==> config.mk <==
export PLATFORM = sky130hd
export DESIGN_NAME = quad_phase_select_flat
export DESIGN_NICKNAME = d
export VERILOG_FILES = /design/src/rtl/quad_phase_select_if.sv /design/src/rtl/quad_phase_select.sv /design/src/flat_wrapper.sv
export SDC_FILE = /design/constraint.sdc
export NUM_CORES = 1
export LEC_CHECK = 0
export CORE_MARGIN = 2
export CORE_UTILIZATION = 55
export DETAILED_ROUTE_END_ITERATION = 16
export GPL_TIMING_DRIVEN = 0
export PLACE_DENSITY = 0.83
export SYNTH_ARGS = -nofsm -noshare
export SYNTH_HDL_FRONTEND = slang
export SYNTH_SLANG_ARGS = --single-unit
==> constraint.sdc <==
create_clock -name clk -period 2.75 [get_ports clk]
set_clock_uncertainty 0.15 [all_clocks]
set_input_delay 0.275 -clock clk [delete_from_list [all_inputs] [get_ports clk]]
set_output_delay 0.275 -clock clk [all_outputs]
set_load 0.05 [all_outputs]
==> src/rtl/quad_phase_select_if.sv <==
// Phase-select request channel: requester drives sel/sel_valid, the selector
// answers with ready, a one-cycle done pulse and the committed phase.
interface quad_phase_select_if;
    logic [1:0] sel;
    logic       sel_valid;
    logic       sel_ready;
    logic       sel_done;
    logic [1:0] cur_sel;

    modport master (
        output sel,
        output sel_valid,
        input  sel_ready,
        input  sel_done,
        input  cur_sel
    );

    modport slave (
        input  sel,
        input  sel_valid,
        output sel_ready,
        output sel_done,
        output cur_sel
    );
endinterface

==> src/rtl/quad_phase_select.sv <==
// Quadrature lock monitor and glitch-free phase selector for the divide-by-4
// phases: verifies the C-9-3-6 rotation, then forwards one phase as clk_out.
//
// lock fsm    | meaning
// ------------+--------------------------------------------------------------
// LK_UNLOCKED | counting consecutive good samples toward LOCK_CYCLES
// LK_LOCKED   | rotation verified; any bad sample drops lock and bumps err_cnt
//
// select fsm  | meaning
// ------------+--------------------------------------------------------------
// SS_IDLE     | clk_out follows cur_sel; requests accepted while locked
// SS_DRAIN    | waiting for the current phase to go low before gating
// SS_ARM      | clk_out held low until the target phase is low, then commit
module quad_phase_select #(
    parameter int         LOCK_CYCLES = 8,
    parameter int         ERR_W       = 8,
    parameter logic [1:0] RESET_SEL   = 2'd0
) (
    input  logic               clk,
    input  logic               rst,
    input  logic               ph0,
    input  logic               ph90,
    input  logic               ph180,
    input  logic               ph270,
    quad_phase_select_if.slave sel_if,
    output logic               clk_out,
    output logic               locked,
    output logic [ERR_W-1:0]   err_cnt
);

    localparam int CNT_W = (LOCK_CYCLES > 1) ? $clog2(LOCK_CYCLES) : 1;
    localparam logic [CNT_W-1:0] LOCK_LAST = CNT_W'(LOCK_CYCLES - 1);

    localparam logic [0:0] LK_UNLOCKED = 1'b0;
    localparam logic [0:0] LK_LOCKED   = 1'b1;

    localparam logic [1:0] SS_IDLE  = 2'd0;
    localparam logic [1:0] SS_DRAIN = 2'd1;
    localparam logic [1:0] SS_ARM   = 2'd2;

    logic [3:0]       ph_q;
    logic [3:0]       ph_prev;
    logic [3:0]       ph_rot;
    logic             legal;
    logic             good;
    logic [0:0]       lk_state;
    logic [CNT_W-1:0] lock_cnt;

    logic [1:0]       ss_state;
    logic [1:0]       tgt;
    logic [1:0]       cur_sel;
    logic             gate;
    logic             sel_done;
    logic             sel_ready;
    logic             accept;
    logic             force_commit;

    always_ff @(posedge clk or posedge rst) begin
        if (rst) begin
            ph_q    <= 4'h0;
            ph_prev <= 4'h0;
        end else begin
            ph_q    <= {ph270, ph180, ph90, ph0};
            ph_prev <= ph_q;
        end
    end

    assign ph_rot = {ph_prev[2:0], ph_prev[3]};

    always_comb begin
        legal = (ph_q == 4'hC) || (ph_q == 4'h9) || (ph_q == 4'h3) || (ph_q == 4'h6);
        good  = legal && (ph_q == ph_rot);
    end

    always_ff @(posedge clk or posedge rst) begin
        if (rst) begin
            lk_state <= LK_UNLOCKED;
            lock_cnt <= '0;
            err_cnt  <= '0;
        end else if (lk_state == LK_LOCKED) begin
            if (!good) begin
                lk_state <= LK_UNLOCKED;
                lock_cnt <= '0;
                if (err_cnt != '1) begin
                    err_cnt <= err_cnt + 1'b1;
                end
            end
        end else begin
            if (!good) begin
                lock_cnt <= '0;
            end else if (lock_cnt == LOCK_LAST) begin
                lk_state <= LK_LOCKED;
                lock_cnt <= '0;
            end else begin
                lock_cnt <= lock_cnt + 1'b1;
            end
        end
    end

    assign locked       = (lk_state == LK_LOCKED);
    assign sel_ready    = (ss_state == SS_IDLE) && locked;
    assign accept       = sel_if.sel_valid && sel_ready;
    // Losing lock mid-switch abandons the glitch-free wait and commits at once.
    assign force_commit = !locked && (ss_state != SS_IDLE);

    always_ff @(posedge clk or posedge rst) begin
        if (rst) begin
            ss_state <= SS_IDLE;
            tgt      <= RESET_SEL;
            cur_sel  <= RESET_SEL;
            gate     <= 1'b0;
            sel_done <= 1'b0;
            clk_out  <= 1'b0;
        end else begin
            sel_done <= 1'b0;
            // The forced-commit term keeps clk_out low on the commit cycle even from DRAIN.
            clk_out  <= (gate || force_commit) ? 1'b0 : ph_q[cur_sel];
            if (force_commit) begin
                cur_sel  <= tgt;
                sel_done <= 1'b1;
                gate     <= 1'b0;
                ss_state <= SS_IDLE;
            end else begin
                case (ss_state)
                    SS_IDLE: begin
                        if (accept) begin
                            tgt <= sel_if.sel;
                            if (sel_if.sel == cur_sel) begin
                                sel_done <= 1'b1;
                            end else begin
                                ss_state <= SS_DRAIN;
                            end
                        end
                    end
                    SS_DRAIN: begin
                        if (!ph_q[cur_sel]) begin
                            gate     <= 1'b1;
                            ss_state <= SS_ARM;
                        end
                    end
                    SS_ARM: begin
                        if (!ph_q[tgt]) begin
                            cur_sel  <= tgt;
                            sel_done <= 1'b1;
                            gate     <= 1'b0;
                            ss_state <= SS_IDLE;
                        end
                    end
                    default: begin
                        gate     <= 1'b0;
                        ss_state <= SS_IDLE;
                    end
                endcase
            end
        end
    end

    assign sel_if.sel_ready = sel_ready;
    assign sel_if.sel_done  = sel_done;
    assign sel_if.cur_sel   = cur_sel;

endmodule

==> src/flat_wrapper.sv <==
// flat-port wrapper written by rule: the top's interface ports become plain ports
module quad_phase_select_flat 
#(
    parameter int         LOCK_CYCLES = 8,
    parameter int         ERR_W       = 8,
    parameter logic [1:0] RESET_SEL   = 2'd0
)
  (clk, rst, ph0, ph90, ph180, ph270, clk_out, locked, err_cnt, sel_if_sel, sel_if_sel_valid, sel_if_sel_ready, sel_if_sel_done, sel_if_cur_sel);
  quad_phase_select_if sel_if_i ();
  input  logic clk;
  input  logic rst;
  input  logic ph0;
  input  logic ph90;
  input  logic ph180;
  input  logic ph270;
  output logic clk_out;
  output logic locked;
  output logic [ERR_W-1:0] err_cnt;
  input wire logic [$bits(sel_if_i.sel)-1:0] sel_if_sel;
  input wire logic [$bits(sel_if_i.sel_valid)-1:0] sel_if_sel_valid;
  output wire logic [$bits(sel_if_i.sel_ready)-1:0] sel_if_sel_ready;
  output wire logic [$bits(sel_if_i.sel_done)-1:0] sel_if_sel_done;
  output wire logic [$bits(sel_if_i.cur_sel)-1:0] sel_if_cur_sel;
  assign sel_if_i.sel = sel_if_sel;
  assign sel_if_i.sel_valid = sel_if_sel_valid;
  assign sel_if_sel_ready = sel_if_i.sel_ready;
  assign sel_if_sel_done = sel_if_i.sel_done;
  assign sel_if_cur_sel = sel_if_i.cur_sel;
  quad_phase_select #(.LOCK_CYCLES(LOCK_CYCLES), .ERR_W(ERR_W), .RESET_SEL(RESET_SEL)) u_core (.clk(clk), .rst(rst), .ph0(ph0), .ph90(ph90), .ph180(ph180), .ph270(ph270), .sel_if(sel_if_i), .clk_out(clk_out), .locked(locked), .err_cnt(err_cnt));
endmodule
==> metrics.yaml <==
hold_buffers: 0
post-route-period-util: 0.867
cts_resized: 0
clock_sinks: 29
finalSetupViolCount: 0
die_h_um: 52.5
regToRegStartpoint: "u_core.err_cnt[0]"
yosys.area.top_type_share: 0.560
ys_seq_elements: 29
grt_pass1_vias: 859
worst_pin_slew_ps: 1040
crit_type: "reg2out"
die_w_um: 52.5
die_area_um2: 2760
hold_class: "in2reg"
grt_usage: 0.203
maxCapViolations: 0
cts_buffers: 5
cp-end-kind: "output port"
cp_max_fo: 19
design_area_um2: 1620
rr_worst_depth: 6
antenna_left: 0
fin_crit_ps: 2380
r2r_end: "u_core.err_cnt[1]"
rsz0062_at_grt: "no"
netlist_instances: 106
final_common_cell: "dfrtp_1"
numPortBuffers: 22
p_leak_nw: 0.698
slew_headroom: 0.303
cts_root_buf: "clkbuf_4"
syn-cell-area_um2: 1290
drt_wl_total_um: 2160
fmaxAchievable_ghz: 0.420
final_nets: 146
grt_max_degree: 30
tritoncts: "built"
synth_seq_area_share: 0.560
r2r_slack_ps: 880
syn_to_final_growth_pct: 24.8
rows: 17
grt_pass1_wl_um: 3800
gp_congestion: 0.791
worstSetupStartpointType: "flip-flop"
core_um2: 2210
initial_core_util: 0.585
finalSetupTns_ps: 0
ys_warn_count: 0
cts.path.max_buffers: 2
drtPass1Iterations: 4
slew_viol_final: 0
placed_cells: 156
synth_cell_types: 34
antenna_found_initial: 0
clk_pin_slew_ps: 90
syn_nets: 118
dpl_cell_area_um2: 1550
via_per_inst: 5.42
finalHoldViolCount: 0
io_pins: 23
power.density_nw_per_um2: 471
mostFrequentLayoutCells: "dfrtp_1 (29), clkdlybuf4s50_1 (22), xnor2_1 (8), nor2_1 (8), nand2_1 (7)"
whs_path_depth: 1
avgRoutedWirePerCell_um: 13.2
layout.cells.non_filler: 163
drive_gt1_frac: 0.141
gr-total-overflow: 0
drcViolationCount: 0
hpwl_um: 1600
synth.avg_cell_area_um2: 12.2
cts_max_level: 2
cp.required_ps: 2330
ir_drop_mv: 0.375
clock_latency_ps: 320
outcome: "completed"
cp_data_arrival_time_ps: 1960
yosys-top-cells-area: "dfrtp_1 (56%), xnor2_1 (5.4%), mux4_2 (3.5%)"
num_vias: 884
cts_setup_buffers: 0
drt_iter0_markers: 9
yosysTopAreaCell: "dfrtp_1"
worstHoldStart: "ph180"
diodes: 0
min_to: "u_core.ph_q[2]"
==> per-layer routing <==
layer,global-route usage,vias to the layer above,wire (um),share of wire
met5,0,-,0,0
met4,0.132,0,47,0.022
met3,0.0943,5,119,0.055
met2,0.281,19,984,0.46
met1,0.252,423,1010,0.47
li1,-,437,-,-
==> power breakdown <==
group / leakage (nW) / internal (mW) / switching, mW
sequential: 0.384 / 0.433 / 0.00519
clock: 0.0413 / 0.148 / 0.140
combinational: 0.272 / 0.0184 / 0.0171
total: 0.698 / 0.599 / 0.162
==> worst max-delay path, stage by stage, from the launching register on <==
cell	delay [ps]
dfrtp_1	350
buf_2	320
and2_1	180
clkdlybuf4s50_1	790
==> synth_stat cells, drive strengths merged <==
cell,n
a21boi,1
a21oi,4
a31o,1
a31oi,1
and2,1
and3,2
buf,4
dfrtp,29
ha,3
inv,1
mux2,5
mux2i,3
mux4,2
nand2,7
nand2b,1
nand3,3
nand3b,1
nand4,3
nand4bb,1
nor2,8
nor2b,1
nor3,3
nor3b,2
nor4bb,4
o21ai,2
o22ai,2
or2b,1
or3,2
xnor2,8
==> logic make-up after synthesis <==
| kind of cell | after synthesis | share of synthesized area |
|---|---|---|
| AND/OR/NAND/NOR | 40 | 0.182 |
| AO/OA/AOI/OAI | 11 | 0.0560 |
| adder cells (fa/ha/maj) | 3 | 0.0290 |
| XOR/XNOR | 8 | 0.0541 |
| flip-flops | 29 | 0.560 |
| multiplexers | 10 | 0.101 |
| buffers and inverters | 5 | 0.0174 |
==> through the flow <==
| stage | util | hold WS [ps] | total power, mW | setup slack, ps |
|---|---|---|---|---|
| after floorplan | - | 156 | 0.464 | 619 |
| after global placement | 0.701 | 274 | 0.482 | 426 |
| after detailed placement | 0.701 | 272 | 0.483 | 417 |
| after CTS | 0.732 | 224 | 0.775 | 44.4 |
| after global routing | 0.731 | 223 | 0.798 | 257 |
| final | 0.731 | 238 | 0.761 | 367 |
==> registers in the layout (all words and copies together) (netlist names), 2 cells and up <==
register	cells
u_core.sel_if.cur_sel	2
u_core.err_cnt	8
u_core.ph_q	4
u_core.tgt	2
u_core.lock_cnt	3
u_core.ph_prev	4
u_core.ss_state	2
==> layout make-up <==
cell class,count,area (um2)
buffer,3,15.0
clock buffer,7,65.1
clock inverter,1,5.00
fill,162,596
inverter,1,3.75
multi-input combinational,72,547
sequential,29,726
tap,28,35.0
timing repair buffer,22,220
==> worst max-delay path by stage <==
stage	start	to	slack, ps	cells past startpoint
after CTS	u_core.locked	sel_if_sel_ready	40	4
after global routing	u_core.locked	sel_if_sel_ready	260	3
after floorplan	u_core.err_cnt[0]	u_core.err_cnt[1]	620	6
final	u_core.locked	sel_if_sel_ready	370	3
after detailed placement	u_core.locked	sel_if_sel_ready	420	4
after global placement	u_core.locked	sel_if_sel_ready	430	4
No activity file was read; power rests on OpenSTA's default activity.
